===== config.mk =====
export PLATFORM = sky130hd
export DESIGN_NAME = acl_kmem_arbiter_2to1
export DESIGN_NICKNAME = d
export VERILOG_FILES = /design/src/rtl/acl_kmem_arbiter_2to1.sv
export SDC_FILE = /design/constraint.sdc
export NUM_CORES = 1
export LEC_CHECK = 0
export ABC_AREA = 0
export BUFFER_PORTS_ARGS = -buffer_cell sky130_fd_sc_hd__buf_2
export CORE_AREA = 3 3 673 675
export CTS_CLUSTER_DIAMETER = 80
export DETAILED_ROUTE_END_ITERATION = 12
export DIE_AREA = 0 0 676 678
export GPL_ROUTABILITY_DRIVEN = 0
export PLACE_DENSITY = 0.3
export SETUP_SLACK_MARGIN = 0.05
export SLEW_MARGIN = 20
export SYNTH_ARGS = -nofsm -noshare
export SYNTH_HDL_FRONTEND = slang
export SYNTH_SLANG_ARGS = --single-unit
export TNS_END_PERCENT = 30

===== constraint.sdc =====
create_clock -name clk -period 5 [get_ports clk]
set_input_delay 1 -clock clk [delete_from_list [all_inputs] [get_ports clk]]
set_output_delay 1 -clock clk [all_outputs]
set_load 0.05 [all_outputs]

===== src/rtl/acl_kmem_arbiter_2to1.sv =====
// Two-master arbiter in front of kernel_mem0. Master 0 (k_) is the kernel
// interconnect and master 1 (v_) is the VGA frame reader. Commands pass
// through combinationally. Write bursts lock the grant to the bursting master.
// Read responses are routed in order using an owner FIFO.
module acl_kmem_arbiter_2to1 #(
  parameter int ADDR_W      = 25,
  parameter int DATA_W      = 256,
  parameter int BURST_W     = 5,
  parameter int MAX_PENDING = 8,
  parameter bit M1_PRIORITY = 1'b0
) (
  input  logic                  clk,
  input  logic                  reset_n,
  input  logic [ADDR_W-1:0]     k_address,
  input  logic                  k_read,
  input  logic                  k_write,
  input  logic [DATA_W-1:0]     k_writedata,
  input  logic [DATA_W/8-1:0]   k_byteenable,
  input  logic [BURST_W-1:0]    k_burstcount,
  output logic                  k_waitrequest,
  output logic [DATA_W-1:0]     k_readdata,
  output logic                  k_readdatavalid,
  input  logic [ADDR_W-1:0]     v_address,
  input  logic                  v_read,
  input  logic                  v_write,
  input  logic [DATA_W-1:0]     v_writedata,
  input  logic [DATA_W/8-1:0]   v_byteenable,
  input  logic [BURST_W-1:0]    v_burstcount,
  output logic                  v_waitrequest,
  output logic [DATA_W-1:0]     v_readdata,
  output logic                  v_readdatavalid,
  output logic [ADDR_W-1:0]     s_address,
  output logic                  s_read,
  output logic                  s_write,
  output logic [DATA_W-1:0]     s_writedata,
  output logic [DATA_W/8-1:0]   s_byteenable,
  output logic [BURST_W-1:0]    s_burstcount,
  output logic                  s_debugaccess,
  input  logic                  s_waitrequest,
  input  logic [DATA_W-1:0]     s_readdata,
  input  logic                  s_readdatavalid,
  output logic                  err_rdv_unexpected
);

  localparam int PTR_W = $clog2(MAX_PENDING);
  localparam logic [0:0] ST_ARB    = 1'b0;
  localparam logic [0:0] ST_WBURST = 1'b1;

  logic [0:0]             state_q, state_d;
  logic                   last_grant_q, last_grant_d;
  logic                   wr_owner_q, wr_owner_d;
  logic [BURST_W-1:0]     wr_remaining_q, wr_remaining_d;
  logic [MAX_PENDING-1:0] fifo_owner_q, fifo_owner_d;
  logic [BURST_W-1:0]     fifo_bc_q [MAX_PENDING];
  logic [BURST_W-1:0]     fifo_bc_d [MAX_PENDING];
  logic [PTR_W-1:0]       wr_ptr_q, wr_ptr_d, rd_ptr_q, rd_ptr_d;
  logic [PTR_W:0]         count_q, count_d;
  logic [BURST_W-1:0]     rd_beats_q, rd_beats_d;
  logic                   err_q, err_d;

  logic                   k_req, v_req, grant;
  logic                   sel_read, sel_write, fifo_full, fifo_empty;
  logic                   issue_read, issue_write, grant_wait, accepted, push;
  logic [BURST_W-1:0]     sel_bc, sel_bc_eff, head_bc, rd_beats_inc;
  logic                   head_owner, rsp_valid, rsp_pop;

  // Pick the master that owns the slave port this cycle.
  always_comb begin
    k_req = k_read | k_write;
    v_req = v_read | v_write;
    grant = 1'b0;
    if (state_q == ST_WBURST) begin
      grant = wr_owner_q;
    end else if (k_req && v_req) begin
      grant = M1_PRIORITY ? 1'b1 : ~last_grant_q;
    end else if (v_req) begin
      grant = 1'b1;
    end
  end

  // Qualify the granted command. Reads are held back while the owner FIFO is full or a write burst is in progress.
  always_comb begin
    sel_read   = grant ? v_read : k_read;
    sel_write  = grant ? v_write : k_write;
    sel_bc     = grant ? v_burstcount : k_burstcount;
    sel_bc_eff = (sel_bc == '0) ? BURST_W'(1) : sel_bc;
    fifo_full  = (count_q == (PTR_W+1)'(MAX_PENDING));
    fifo_empty = (count_q == '0);
    if (state_q == ST_WBURST) begin
      issue_read = 1'b0;
      grant_wait = s_waitrequest | sel_read;
    end else begin
      issue_read = sel_read & ~fifo_full;
      grant_wait = s_waitrequest | (sel_read & fifo_full);
    end
    issue_write = sel_write;
    accepted    = reset_n & (issue_read | issue_write) & ~s_waitrequest;
  end

  assign s_read        = reset_n & issue_read;
  assign s_write       = reset_n & issue_write;
  assign s_address     = grant ? v_address : k_address;
  assign s_writedata   = grant ? v_writedata : k_writedata;
  assign s_byteenable  = grant ? v_byteenable : k_byteenable;
  assign s_burstcount  = sel_bc;
  assign s_debugaccess = 1'b0;
  assign k_waitrequest = ~reset_n | (grant ? 1'b1 : grant_wait);
  assign v_waitrequest = ~reset_n | (grant ? grant_wait : 1'b1);

  // Find which master owns the read beat now returning from the slave.
  always_comb begin
    head_owner   = fifo_owner_q[rd_ptr_q];
    head_bc      = fifo_bc_q[rd_ptr_q];
    rd_beats_inc = rd_beats_q + BURST_W'(1);
    rsp_valid    = s_readdatavalid & ~fifo_empty;
    rsp_pop      = rsp_valid & (rd_beats_inc == head_bc);
  end

  assign k_readdata         = s_readdata;
  assign v_readdata         = s_readdata;
  assign k_readdatavalid    = reset_n & rsp_valid & ~head_owner;
  assign v_readdatavalid    = reset_n & rsp_valid & head_owner;
  assign err_rdv_unexpected = err_q;

  // Update the round-robin pointer and enter or leave a write burst lock.
  always_comb begin
    state_d        = state_q;
    last_grant_d   = last_grant_q;
    wr_owner_d     = wr_owner_q;
    wr_remaining_d = wr_remaining_q;
    if (accepted) begin
      last_grant_d = grant;
      if (state_q == ST_ARB) begin
        if (issue_write && (sel_bc_eff != BURST_W'(1))) begin
          state_d        = ST_WBURST;
          wr_owner_d     = grant;
          wr_remaining_d = sel_bc_eff - BURST_W'(1);
        end
      end else begin
        wr_remaining_d = wr_remaining_q - BURST_W'(1);
        if (wr_remaining_q == BURST_W'(1)) begin
          state_d = ST_ARB;
        end
      end
    end
  end

  // Push issued reads into the owner FIFO and pop them when their last beat returns.
  always_comb begin
    fifo_owner_d = fifo_owner_q;
    fifo_bc_d    = fifo_bc_q;
    wr_ptr_d     = wr_ptr_q;
    rd_ptr_d     = rd_ptr_q;
    count_d      = count_q;
    rd_beats_d   = rd_beats_q;
    err_d        = err_q | (s_readdatavalid & fifo_empty);
    push         = accepted & issue_read;
    if (push) begin
      fifo_owner_d[wr_ptr_q] = grant;
      fifo_bc_d[wr_ptr_q]    = sel_bc_eff;
      wr_ptr_d               = wr_ptr_q + PTR_W'(1);
    end
    if (rsp_pop) begin
      rd_ptr_d   = rd_ptr_q + PTR_W'(1);
      rd_beats_d = '0;
    end else if (rsp_valid) begin
      rd_beats_d = rd_beats_inc;
    end
    case ({push, rsp_pop})
      2'b10:   count_d = count_q + (PTR_W+1)'(1);
      2'b01:   count_d = count_q - (PTR_W+1)'(1);
      default: count_d = count_q;
    endcase
  end

  // State registers. Reset discards all burst and read tracking.
  always_ff @(posedge clk or negedge reset_n) begin
    if (!reset_n) begin
      state_q        <= ST_ARB;
      last_grant_q   <= 1'b1;
      wr_owner_q     <= 1'b0;
      wr_remaining_q <= '0;
      fifo_owner_q   <= '0;
      for (int i = 0; i < MAX_PENDING; i++) fifo_bc_q[i] <= '0;
      wr_ptr_q       <= '0;
      rd_ptr_q       <= '0;
      count_q        <= '0;
      rd_beats_q     <= '0;
      err_q          <= 1'b0;
    end else begin
      state_q        <= state_d;
      last_grant_q   <= last_grant_d;
      wr_owner_q     <= wr_owner_d;
      wr_remaining_q <= wr_remaining_d;
      fifo_owner_q   <= fifo_owner_d;
      fifo_bc_q      <= fifo_bc_d;
      wr_ptr_q       <= wr_ptr_d;
      rd_ptr_q       <= rd_ptr_d;
      count_q        <= count_d;
      rd_beats_q     <= rd_beats_d;
      err_q          <= err_d;
    end
  end

endmodule


==> parameters.txt <==
Parameter                              Value

Outcome
  Result of the run    complete, but fails checks
  Violations in the final reports    antenna violations

Floorplanning
  I/O pin count    ~1,700
  Die X-Extent    676 um
  Initial core utilization    0.0259
  Placeable core region    448,000 sq um
  Number of cell rows    246
  Die footprint    458,000 sq um
  Die Ht    678 um

Global routing
  Maximum number of pins on one net before global-route repair    85
  Remaining global-route overflow    0
  Antenna violations before repair    299
  Global-route wire length before repair    roughly 380 mm
  Via count of the first global-routing pass    about 15,000
  Global-route total usage across every layer    0.143

Route
  Routed Wire Length    342 mm
  Iteration-0 DRC count of the detailed router    2,177
  Average wire per standard cell    40.6 um
  DR pass1 iterations    8
  Number of nets with antenna violations after routing    3
  Detailed-route DRC error count    0
  Routed via count divided by cell count    2.07
  Number of vias in the routed layout    about 17,000

Run
  Max-capacitance violation count    0

Placement
  Input/output buffers    968
  Pre-CTS worst setup slack    0.214 ns
  Post-DP HPWL    324 mm

Timing
  Setup slack after layout    0.416 ns
  Count of pins over their slew limit    0
  Final number of hold-violating endpoints    0
  Unrepaired setup endpoints after global routing    no
  Worst hold slack after final layout    between 0.4 and 0.5 ns
  Minimum clock period after layout    roughly 4.6 ns
  Max frequency    218 MHz
  Worst slew pin tran    0.937 ns
  Fin Clk Skew    between 0.007 and 0.008 ns
  Post-route setup TNS    0 ns
  Tcrit/Tclk final    0.917
  Total of endpoints with negative setup slack in the final report    0
  Slew Limit Headroom    0.376

Synth
  Number of enable-type register cells in the synthesized netlist    0
  Average footprint of a synthesized cell    6.15 sq um
  Gate count of the mapped netlist    1,885
  Share of the synthesized area in the top cell type    0.333
  Adder-cell share of the synthesized area    0.0125
  Number of distinct library cells after synthesis    52
  Sequential-to-total area share from yosys stat    0.155
  Basic-gate share of the synthesized area counting and, or, nand and nor cells    0.351
  Cell types with the largest area share after synthesis    sky130_fd_sc_hd__buf_4, sky130_fd_sc_hd__nand2_1, sky130_fd_sc_hd__dfrtp_1
  Synth Register Bits    72
  Dominant combinational cell family by area after synthesis    buffers and inverters
  Netlist area before placement    11,600 sq um
  Xor/xnor share of the synthesized area    0.0136
  Most used flip-flop cell after synthesis    sky130_fd_sc_hd__dfrtp_1
  Syn Nets    about 2,800
  Synthesis warning total    0
  Fraction of registers with async set or reset after synthesis    1.00
  Post-synthesis mux area share    0.0694
  Area leader, netlist    sky130_fd_sc_hd__buf_4
  Compound-gate portion of the synthesized area    0.0331

Power and ir drop
  Final total power    about 0.018 W
  Combinational cell fraction of total power    0.907
  Cell-internal power    around 0.005 W
  Portion of total power attributed to sequential cells    0.055
  Power per unit of standard cell area    799 nW/um^2
  Net switching component of the power    0.0129 W
  Peak supply drop    0.000339 V
  Clock network power share    0.038
  Switching share of power    0.725
  Leakage power summed over all cells    about 9 nW

Worst setup path
  Data required time at the worst endpoint    4.00 ns
  Critical path arrival    3.58 ns
  Type of destination of the critical path    primary output
  Worst-path maximum fanout    40
  Critical path class    in2out
  CP Launch Type    input port

CTS
  Number of gates given a new drive strength after cts    0
  CTS Root Buffer Type    sky130_fd_sc_hd__clkbuf_16
  Clock sink total    72
  Hold buffer count at CTS    0
  Number of H-tree levels    3
  Insertion delay of the later-clocked pin in the worst-skew pair    0.34 ns
  Setup repair bufs after CTS    0
  Number of buffers on the longest clock path    2
  CTS buffer count    9
  TritonCTS clock tree    yes
  Clock-pin slew on the worst setup and hold paths    roughly 0.06 ns

Layout
  Ratio of cells with drive above 1 in the final layout    0.468
  Final core occ    0.0495
  Area growth from synthesis to layout    91.2%
  Final-stage net count    3,224

Hold path
  Worst min path class    reg2reg
## cells in the final DEF (no fill, tap or decap), types with 2 or more instances in the layout
cell                        Yosys  routed
sky130_fd_sc_hd__and3_1         2       2
sky130_fd_sc_hd__mux4_2         6       6
sky130_fd_sc_hd__o21ai_1        2       2
sky130_fd_sc_hd__dfrtp_1       71      71
sky130_fd_sc_hd__and2_1         3       3
sky130_fd_sc_hd__diode_2        0     158
sky130_fd_sc_hd__a21o_1         3       3
sky130_fd_sc_hd__o31ai_1        5       5
sky130_fd_sc_hd__nor3b_1        3       3
sky130_fd_sc_hd__nor2_1        12      12
sky130_fd_sc_hd__nor3_1        11      11
sky130_fd_sc_hd__mux2i_1       14      14
sky130_fd_sc_hd__clkbuf_8       0       5
sky130_fd_sc_hd__clkbuf_16      0       9
sky130_fd_sc_hd__nand2b_1       6       6
sky130_fd_sc_hd__nand3_1        8       8
sky130_fd_sc_hd__nand4_1        2       2
sky130_fd_sc_hd__buf_4        515      40
sky130_fd_sc_hd__ha_1          10      10
sky130_fd_sc_hd__o21ai_0       26      26
sky130_fd_sc_hd__or4_1          2       2
sky130_fd_sc_hd__xor2_1        10      10
sky130_fd_sc_hd__a21oi_1        5       4
sky130_fd_sc_hd__o211ai_1       3       3
sky130_fd_sc_hd__o22ai_1        2       2
sky130_fd_sc_hd__nand2_1      985     985
sky130_fd_sc_hd__nor2b_1        6       6
sky130_fd_sc_hd__buf_12         0      95
sky130_fd_sc_hd__xnor2_1        8       8
sky130_fd_sc_hd__nor4_1         5       5
sky130_fd_sc_hd__mux2_2        47      47
sky130_fd_sc_hd__buf_2          3     876
sky130_fd_sc_hd__o21a_1         2       2
sky130_fd_sc_hd__inv_1         13      13
## path summary, 6_finish.rpt
| check | start | end | slack (ns) | depth (start not counted) |
|---|---|---|---|---|
| worst max-delay path | v_read | s_writedata[123] | 0.42 | 9 |
| worst min-delay path | fifo_bc_q[10]$_DFFE_PN0P_ | fifo_bc_q[10]$_DFFE_PN0P_ | 0.48 | 2 |
| worst max register to register | rd_ptr_q[2]$_DFFE_PN0P_ | count_q[3]$_DFFE_PN0P_ | 1.32 | 13 |
| worst min register to register | fifo_bc_q[10]$_DFFE_PN0P_ | fifo_bc_q[10]$_DFFE_PN0P_ | 0.48 | 2 |
| max in group asynchronous | reset_n | fifo_bc_q[33]$_DFFE_PN0P_ | 3.14 | 3 |
| min in group asynchronous | reset_n | count_q[0]$_DFFE_PN0P_ | 0.86 | 2 |
## registers in the layout (all words and copies together), names as in the netlist
register            count
count_q                 4
err_rdv_unexpected      1
fifo_bc_q              40
fifo_owner_q            8
last_grant_q            1
rd_beats_q              5
rd_ptr_q                3
state_q                 1
wr_owner_q              1
wr_ptr_q                3
wr_remaining_q          5
## per-stage QoR
step | instance area [sq um] | cells
6_report | 22200 | 8428
4_1_cts | 21800 | 8270
3_5_place_dp | 21500 | 8254
2_1_floorplan | 11600 | 1885
3_3_place_gp | 21500 | 8254
5_1_grt | 22100 | 8387
## synth_stat cells, types with 2 or more instances
cell and n:
sky130_fd_sc_hd__nand2_1 985, sky130_fd_sc_hd__o21ai_0 26, sky130_fd_sc_hd__a21o_1 3, sky130_fd_sc_hd__nor3b_1 3
sky130_fd_sc_hd__o21a_1 2, sky130_fd_sc_hd__dfrtp_1 71, sky130_fd_sc_hd__o21ai_1 2, sky130_fd_sc_hd__buf_4 515
sky130_fd_sc_hd__nand2b_1 6, sky130_fd_sc_hd__nor3_1 11, sky130_fd_sc_hd__nor4_1 5, sky130_fd_sc_hd__xor2_1 10
sky130_fd_sc_hd__clkbuf_1 73, sky130_fd_sc_hd__and2_1 3, sky130_fd_sc_hd__o22ai_1 2, sky130_fd_sc_hd__mux4_2 6
sky130_fd_sc_hd__mux2_2 47, sky130_fd_sc_hd__nor2_1 12, sky130_fd_sc_hd__nand4_1 2, sky130_fd_sc_hd__inv_1 13
sky130_fd_sc_hd__a21oi_1 5, sky130_fd_sc_hd__nor2b_1 6, sky130_fd_sc_hd__or4_1 2, sky130_fd_sc_hd__and3_1 2
sky130_fd_sc_hd__nand3_1 8, sky130_fd_sc_hd__mux2i_1 14, sky130_fd_sc_hd__o31ai_1 5, sky130_fd_sc_hd__xnor2_1 8
sky130_fd_sc_hd__buf_2 3, sky130_fd_sc_hd__o211ai_1 3, sky130_fd_sc_hd__ha_1 10, sky130_fd_sc_hd__buf_1 2
## metal layers
layer / wire [um] / vias up / global-route usage / part of all wire
li1: - / 6349 / - / -
met1: 86700 / 7865 / 0.107 / 0.25
met2: 157000 / 2504 / 0.231 / 0.46
met3: 81700 / 666 / 0.157 / 0.24
met4: 14200 / 98 / 0.0504 / 0.042
met5: 2340 / - / 0.0306 / 0.0068
## cell type report
type,instances,area (sq um)
clock inverters,1,7.51
clock buffers,15,298
inverters,13,48.8
fillers,53800,426000
diodes,158,395
well taps,5952,7450
flip-flops and latches,72,1800
multi-input cells,1206,5590
repair buffers,1011,6590
## critical path: stages
cell,delay [ns]
sky130_fd_sc_hd__buf_2,0.17
sky130_fd_sc_hd__nor2_1,0.31
sky130_fd_sc_hd__nor3_1,0.16
sky130_fd_sc_hd__a21oi_4,0.39
sky130_fd_sc_hd__buf_12,0.28
sky130_fd_sc_hd__buf_4,0.44
sky130_fd_sc_hd__nand2_1,0.11
sky130_fd_sc_hd__nand2_1,0.14
sky130_fd_sc_hd__buf_2,0.32
## power by group through the flow
stage               clock network [W]  registers, W  logic (W)
detailed placement                  0      0.000989     0.0165
global placement                    0      0.000991     0.0166
finish                       0.000666      0.000978     0.0161
global route                 0.000705       0.00101     0.0169
floorplan                           0      0.000895    0.00912
CTS                          0.000679      0.000979     0.0165
## kinds of logic (layout without fill, tap and decap cells)
logic type,count (synthesis),in the layout
flip-flops,72,72
other,1,159
buffers and inverters,607,1040
AND/OR/NAND/NOR,1050,1050
multiplexers,67,67
AO/OA/AOI/OAI,59,59
adder cells (fa/ha/maj),11,11
XOR/XNOR,18,18
Note: power is estimated with default switching activity, not from simulation.
